<file path="config.mk">
export PLATFORM = sky130hd
export DESIGN_NAME = barrel_shift_pipe
export DESIGN_NICKNAME = d
export VERILOG_FILES = /design/src/rtl/barrel_shift_pipe.sv
export SDC_FILE = /design/constraint.sdc
export NUM_CORES = 2
export LEC_CHECK = 0
export BUFFER_PORTS_ARGS = -buffer_cell sky130_fd_sc_hd__buf_2
export CAP_MARGIN = 40
export CORE_ASPECT_RATIO = 2
export CORE_MARGIN = 3
export CORE_UTILIZATION = 61
export DETAILED_ROUTE_END_ITERATION = 7
export GPL_ROUTABILITY_DRIVEN = 0
export GPL_TIMING_DRIVEN = 0
export PLACE_DENSITY = 0.88
export SYNTH_ARGS = -nofsm -noshare
export SYNTH_HDL_FRONTEND = slang
export SYNTH_SLANG_ARGS = --single-unit
export TNS_END_PERCENT = 1
</file>
<file path="constraint.sdc">
create_clock -name clk -period 18.98 [get_ports clk]
set_input_delay 1.898 -clock clk [delete_from_list [all_inputs] [get_ports clk]]
set_output_delay 1.898 -clock clk [all_outputs]
set_load 0.02 [all_outputs]
</file>
<file path="src/rtl/barrel_shift_pipe.sv">
`timescale 1ns/1ps
// barrel_shift_pipe: element-granular barrel shifter with one register stage per
// shift-amount bit, valid/ready backpressure and a pass-through tag.
module barrel_shift_pipe #(
  parameter int ELEM_W   = 8,
  parameter int NUM      = 16,
  parameter int SEL_BITS = 4,
  parameter int TAG_W    = 4
) (
  input  logic                  clk,
  input  logic                  rst,
  input  logic                  in_valid,
  output logic                  in_ready,
  input  logic [ELEM_W*NUM-1:0] in_data,
  input  logic [SEL_BITS-1:0]   in_amt,
  input  logic                  in_dir,
  input  logic [1:0]            in_mode,
  input  logic [TAG_W-1:0]      in_tag,
  output logic                  out_valid,
  input  logic                  out_ready,
  output logic [ELEM_W*NUM-1:0] out_data,
  output logic [TAG_W-1:0]      out_tag
);

  localparam int W = ELEM_W * NUM;
  localparam logic [1:0] MODE_LOG = 2'b01;
  localparam logic [1:0] MODE_ARI = 2'b10;

  // Per-stage output registers.
  logic [SEL_BITS-1:0] valid_q;
  logic [W-1:0]        data_q [SEL_BITS];
  logic [SEL_BITS-1:0] amt_q  [SEL_BITS];
  logic                dir_q  [SEL_BITS];
  logic [1:0]          mode_q [SEL_BITS];
  logic [ELEM_W-1:0]   fill_q [SEL_BITS];
  logic [TAG_W-1:0]    tag_q  [SEL_BITS];

  // Stage inputs: the block inputs for stage 0, the previous register otherwise.
  logic [SEL_BITS-1:0] src_valid;
  logic [W-1:0]        src_data [SEL_BITS];
  logic [SEL_BITS-1:0] src_amt  [SEL_BITS];
  logic                src_dir  [SEL_BITS];
  logic [1:0]          src_mode [SEL_BITS];
  logic [ELEM_W-1:0]   src_fill [SEL_BITS];
  logic [TAG_W-1:0]    src_tag  [SEL_BITS];

  logic [W-1:0]        data_d   [SEL_BITS];
  logic [SEL_BITS-1:0] ready_w;

  function automatic logic [W-1:0] shift_by(input logic [W-1:0]      w,
                                            input int                s,
                                            input logic              dir,
                                            input logic              rot,
                                            input logic [ELEM_W-1:0] fill);
    logic [W-1:0] r;
    int src;
    r = '0;
    for (int j = 0; j < NUM; j++) begin
      src = dir ? j + s : j - s;
      if (src >= 0 && src < NUM)
        r[ELEM_W*j +: ELEM_W] = w[ELEM_W*src +: ELEM_W];
      else if (rot)
        r[ELEM_W*j +: ELEM_W] = w[ELEM_W*((src + NUM) % NUM) +: ELEM_W];
      else
        r[ELEM_W*j +: ELEM_W] = fill;
    end
    return r;
  endfunction

  // A stage can take a new word if it is empty or its own word leaves this cycle.
  always_comb begin : ready_chain
    logic acc;
    acc = out_ready;
    for (int k = SEL_BITS - 1; k >= 0; k--) begin
      acc        = acc | ~valid_q[k];
      ready_w[k] = acc;
    end
  end

  // NOTE: every variable driven here is assigned on every path, so no latch is inferred.
  always_comb begin
    src_valid[0] = in_valid;
    src_data[0]  = in_data;
    src_amt[0]   = in_amt;
    src_dir[0]   = in_dir;
    src_mode[0]  = in_mode;
    src_tag[0]   = in_tag;
    src_fill[0]  = (in_mode == MODE_ARI && in_dir) ? {ELEM_W{in_data[W-1]}} : '0;
    for (int k = 1; k < SEL_BITS; k++) begin
      src_valid[k] = valid_q[k-1];
      src_data[k]  = data_q[k-1];
      src_amt[k]   = amt_q[k-1];
      src_dir[k]   = dir_q[k-1];
      src_mode[k]  = mode_q[k-1];
      src_fill[k]  = fill_q[k-1];
      src_tag[k]   = tag_q[k-1];
    end
    for (int k = 0; k < SEL_BITS; k++) begin
      data_d[k] = src_amt[k][k]
                ? shift_by(src_data[k], 1 << k, src_dir[k],
                           !(src_mode[k] == MODE_LOG || src_mode[k] == MODE_ARI),
                           src_fill[k])
                : src_data[k];
    end
  end

  // NOTE: state uses non-blocking assignments so every stage samples pre-edge values.
  // NOTE: data and control registers are cleared too, so out_data reads 0 after reset.
  always_ff @(posedge clk or posedge rst) begin
    if (rst) begin
      valid_q <= '0;
      for (int k = 0; k < SEL_BITS; k++) begin
        data_q[k] <= '0;
        amt_q[k]  <= '0;
        dir_q[k]  <= 1'b0;
        mode_q[k] <= '0;
        fill_q[k] <= '0;
        tag_q[k]  <= '0;
      end
    end else begin
      for (int k = 0; k < SEL_BITS; k++) begin
        if (ready_w[k]) begin
          valid_q[k] <= src_valid[k];
          data_q[k]  <= data_d[k];
          amt_q[k]   <= src_amt[k];
          dir_q[k]   <= src_dir[k];
          mode_q[k]  <= src_mode[k];
          fill_q[k]  <= src_fill[k];
          tag_q[k]   <= src_tag[k];
        end
      end
    end
  end

  assign in_ready  = ready_w[0];
  assign out_valid = valid_q[SEL_BITS-1];
  assign out_data  = data_q[SEL_BITS-1];
  assign out_tag   = tag_q[SEL_BITS-1];

endmodule

</file>
==> results of run 1 <==
## cells by family after synthesis
family	count (synthesis)	share of synthesized area, %
XOR/XNOR	6	0.1596
buffers and inverters	457	7.225
adder cells (fa/ha/maj)	1	0.03798
AND/OR/NAND/NOR	978	13.92
AO/OA/AOI/OAI	906	19.87
multiplexers	505	17.01
flip-flops	550	41.78
## routing by layer
metal  GRT overflow  global-route usage (%)
met5              0                   5.217
met4             38                   53.81
met3              2                   27.88
met2             30                   73.15
met1              0                   50.92
## metrics by stage
| step | cells | setup TNS (ns) | setup slack [ns] |
|---|---|---|---|
| 4_1_cts | 4442 | 0 | 13.74 |
| 3_5_place_dp | 4355 | 0 | 13.80 |
| 2_1_floorplan | 3403 | 0 | 1.705 |
| 3_3_place_gp | 4342 | -1575.93 | -2.960 |
==> flow_metrics.env, run 1 <==
export IMPL_outcome="stopped before the end"
export IMPL_stop_stage="global routing (5_1_grt)"
export IMPL_tool_error="[ERROR GRT-0116] Global routing finished with congestion. Check the congestion regions in the DRC Viewer."
export IMPL_synthArstFlopShare_pct=100.0
export IMPL_grt_max_degree=134
export IMPL_synth_top_area_cell="dfrtp_1"
export IMPL_yosys_warnings=0
export IMPL_synthesis_area_um2=32940
export IMPL_cts_resized=0
export IMPL_yosysSeqAreaShare_pct=41.78
export IMPL_synth_edff_count=0
export IMPL_row_count=119
export IMPL_io_pins=277
export IMPL_synth_distinct_cells=38
export IMPL_placed_area_um2=35360
export IMPL_start_util_pct=62.14
export IMPL_overflow=70
export IMPL_die_w_um=170.3
export IMPL_cts_buffer_depth=3
export IMPL_synth_most_common_cell="dfrtp_1"
export IMPL_hpwl_um=103000
export IMPL_ys_flop_type="dfrtp_1"
export IMPL_grt_use_total_pct=51.69
export IMPL_cts_buffers=47
export IMPL_synth_top_area_share_pct=41.78
export IMPL_cts_hold_buf=0
export IMPL_synthTopCellsByArea="dfrtp_1 42%, mux2i_1 11%, mux2_4 4.6%"
export IMPL_h_tree_depth=2
export IMPL_cts_sinks=550
export IMPL_syn_inst=3403
export IMPL_netlist_top_cells_count="550 x dfrtp_1, 368 x mux2i_1, 329 x nand2_1, 288 x nor2_1, 224 x clkbuf_1"
export IMPL_post_cts_buffers=0
export IMPL_cts_root_buf="clkbuf_16"
export IMPL_grt_pass1_wl_um=219900
export IMPL_fp_dieH_um=334.6
export IMPL_synth_nets=3547
export IMPL_io_buffers=274
export IMPL_avgSynthCellArea_um2=9.679
export IMPL_grt_pass1_vias=33190
export IMPL_synth_seq_cells=550
==> run 2, diff against run 1 <==
--- a/config.mk
+++ b/config.mk
@@ -7,13 +7,12 @@
 export LEC_CHECK = 0
 export BUFFER_PORTS_ARGS = -buffer_cell sky130_fd_sc_hd__buf_2
 export CAP_MARGIN = 40
-export CORE_ASPECT_RATIO = 2
 export CORE_MARGIN = 3
-export CORE_UTILIZATION = 61
+export CORE_UTILIZATION = 40
 export DETAILED_ROUTE_END_ITERATION = 7
 export GPL_ROUTABILITY_DRIVEN = 0
 export GPL_TIMING_DRIVEN = 0
-export PLACE_DENSITY = 0.88
+export PLACE_DENSITY_LB_ADDON = 0.15
 export SYNTH_ARGS = -nofsm -noshare
 export SYNTH_HDL_FRONTEND = slang
 export SYNTH_SLANG_ARGS = --single-unit
==> run 2 against run 1 <==
  * Synthesized cell count unchanged
  * The flow now finishes without violations
  * Synthesized area unchanged
==> flow_metrics.env, run 2 <==
export IMPL_outcome="complete, no violations"
export IMPL_via_per_inst=5.917
export IMPL_cts_buffers=61
export IMPL_die_area_um2=85830
export IMPL_coreArea_um2=81070
export IMPL_rsz0062_at_grt="false"
export IMPL_clk_pin_slew_ns=0.06
export IMPL_synth_edff_count=0
export IMPL_largest_register="data_q"
export IMPL_cp_required_ns=17.08
export IMPL_fp_dieH_um=293.0
export IMPL_tightest_slew_ns=1.017
export IMPL_synth_most_common_cell="dfrtp_1"
export IMPL_netlist_top_cells_count="550 x dfrtp_1, 368 x mux2i_1, 329 x nand2_1, 288 x nor2_1, 224 x clkbuf_1"
export IMPL_dr_first_iter_drc_count=2764
export IMPL_first_pass_iters=6
export IMPL_fin_util_pct=46.86
export IMPL_synthArstFlopShare_pct=100.0
export IMPL_power_frac_clock_pct=23.9
export IMPL_maxSlewHeadroom_pct=31.80
export IMPL_drive_gt1_share_pct=22.39
export IMPL_min_period_over_period_pct=27.87
export IMPL_syn_inst=3403
export IMPL_n_fill_cell=7945
export IMPL_wl_per_cell_um=27.77
export IMPL_routed_wl_um=135300
export IMPL_whs_ns=0.4649
export IMPL_cts_buffer_depth=3
export IMPL_setup_viol=0
export IMPL_power_switching_mw=2.111
export IMPL_grt_max_degree=121
export IMPL_layout_commonest_cell="dfrtp_1"
export IMPL_synth_distinct_cells=38
export IMPL_area_growth_pct=15.33
export IMPL_cap_violations=0
export IMPL_cts_resized=0
export IMPL_synth_top_area_cell="dfrtp_1"
export IMPL_min_period_ns=5.291
export IMPL_fmax_ghz=0.1890
export IMPL_cp_max_fo=10
export IMPL_finish_net_count=3904
export IMPL_cts_root_buf="clkbuf_16"
export IMPL_largest_register_ffs=384
export IMPL_postRouteAntennaNets=0
export IMPL_vdd_drop_max_uv=65.45
export IMPL_pwr_share_comb_pct=37.3
export IMPL_path_class="in2out"
export IMPL_synthesis_area_um2=32940
export IMPL_worst_r2r_startpoint="amt_q[10]"
export IMPL_start_util_pct=40.63
export IMPL_io_pins=277
export IMPL_synth_seq_cells=550
export IMPL_hold_path_class="reg2reg"
export IMPL_startpoint_type="input port"
export IMPL_yosys_warnings=0
export IMPL_cts_sinks=550
export IMPL_leakagePower_nw=17.64
export IMPL_vias=28830
export IMPL_hpwl_um=107600
export IMPL_drc=0
export IMPL_synthTopCellsByArea="dfrtp_1 42%, mux2i_1 11%, mux2_4 4.6%"
export IMPL_row_count=104
export IMPL_synth_top_area_share_pct=41.78
export IMPL_p_per_area_nw_per_um2=137.2
export IMPL_grt_pass1_vias=28270
export IMPL_cts_tree="done"
export IMPL_overflow=0
export IMPL_grt_pass1_wl_um=196900
export IMPL_cts_hold_buf=0
export IMPL_die_w_um=293.0
export IMPL_h_tree_depth=2
export IMPL_grt_use_total_pct=31.01
export IMPL_p_seq_share_pct=38.8
export IMPL_worstPathArrival_ns=3.39
export IMPL_insertion_delay_ns=0.65
export IMPL_swShare_pct=40.50
export IMPL_io_buffers=274
export IMPL_yosysSeqAreaShare_pct=41.78
export IMPL_power_internal_mw=3.101
export IMPL_crit_start="out_ready"
export IMPL_antenna_found_initial=4
export IMPL_ys_flop_type="dfrtp_1"
export IMPL_final_hold_viol_count=0
export IMPL_final_cell_mix="550 x dfrtp_1, 368 x mux2i_1, 345 x buf_2"
export IMPL_avgSynthCellArea_um2=9.679
export IMPL_endpoint_kind="primary output"
export IMPL_post_cts_buffers=0
export IMPL_slew_viol_final=0
export IMPL_clock_skew_ns=0.01684
export IMPL_hp_start="out_tag[1]"
export IMPL_synth_nets=3547
==> run 2: cell counts after synthesis <==
No cell type changed its count.
==> run 2: per-layer routing <==
| metal | routed length (um) | track usage (%) |
|---|---|---|
| met1 | 55720 | 40.73 |
| met2 | 59970 | 48.78 |
| met3 | 10260 | 5.367 |
| met4 | 9300 | 17.15 |
| met5 | 11 | 0 |
==> run 2: kinds of logic (layout without fill, tap and decap cells) <==
group	Yosys count	in the layout	share of synthesized area, %
compound gates	906	906	19.87
xor+xnor	6	6	0.1596
fa+ha+maj	1	1	0.03798
buf+inv	457	864	7.225
flops	550	550	41.78
mux	505	505	17.01
other cells	0	2	0
simple gates	978	978	13.92
==> run 2: cell type report <==
type                            count  area (um2)  area share [%]
Inverter                            5       26.28         0.06917
Timing Repair Buffer              294        1612           4.242
Buffer                            452        2361           6.215
Clock inverter                     29       331.6          0.8728
Clock buffer                       84        1755           4.621
Sequential cell                   550       13760           36.23
Multi-Input combinational cell   2396       16810           44.25
Tap cell                         1060        1326           3.491
Antenna cell                        2       5.005         0.01317
==> run 2: power by group through the flow <==
stage               sequential, mW  clock, mW  combinational, mW
floorplan                     1.75          0               1.39
global placement              2.02          0               1.90
detailed placement            2.02          0               1.92
CTS                           2.00       1.26               1.93
global route                  2.05       1.31               2.10
finish                        2.02       1.24               1.94
==> run 2: critical path, stage by stage <==
cell and delay (ns):
buf_2 0.13, and4b_1 0.30, buf_2 0.33, and2_4 0.22, inv_2 0.05, buf_6 0.15, buf_6 0.15, buf_2 0.16
==> run 2: path summary, 6_finish.rpt <==
check | to | slack, ns | cells past startpoint
worst max register to register | data_q[218] | 16.26 | 5
min in group asynchronous | data_q[425] | 1.34 | 2
worst min-delay path | out_tag[1] | 0.46 | 2
worst max-delay path | in_ready | 13.69 | 8
worst min register to register | out_tag[1] | 0.46 | 2
max in group asynchronous | data_q[161] | 16.00 | 4
==> run 2: stage by stage <==
step / setup slack (ns) / total power [mW] / TNS [ns] / cell area (um2) / instances
floorplan: 1.705 / 3.141 / 0 / 32940 / 3403
global placement: -5.032 / 3.919 / -2723.44 / 35640 / 4737
detailed placement: 13.72 / 3.949 / 0 / 35860 / 4751
CTS: 13.71 / 5.193 / 0 / 37950 / 4864
global route: 13.65 / 5.457 / 0 / 37990 / 4871
finish: 13.69 / 5.213 / 0 / 37990 / 4872
Note: power is estimated with default switching activity, not from simulation.
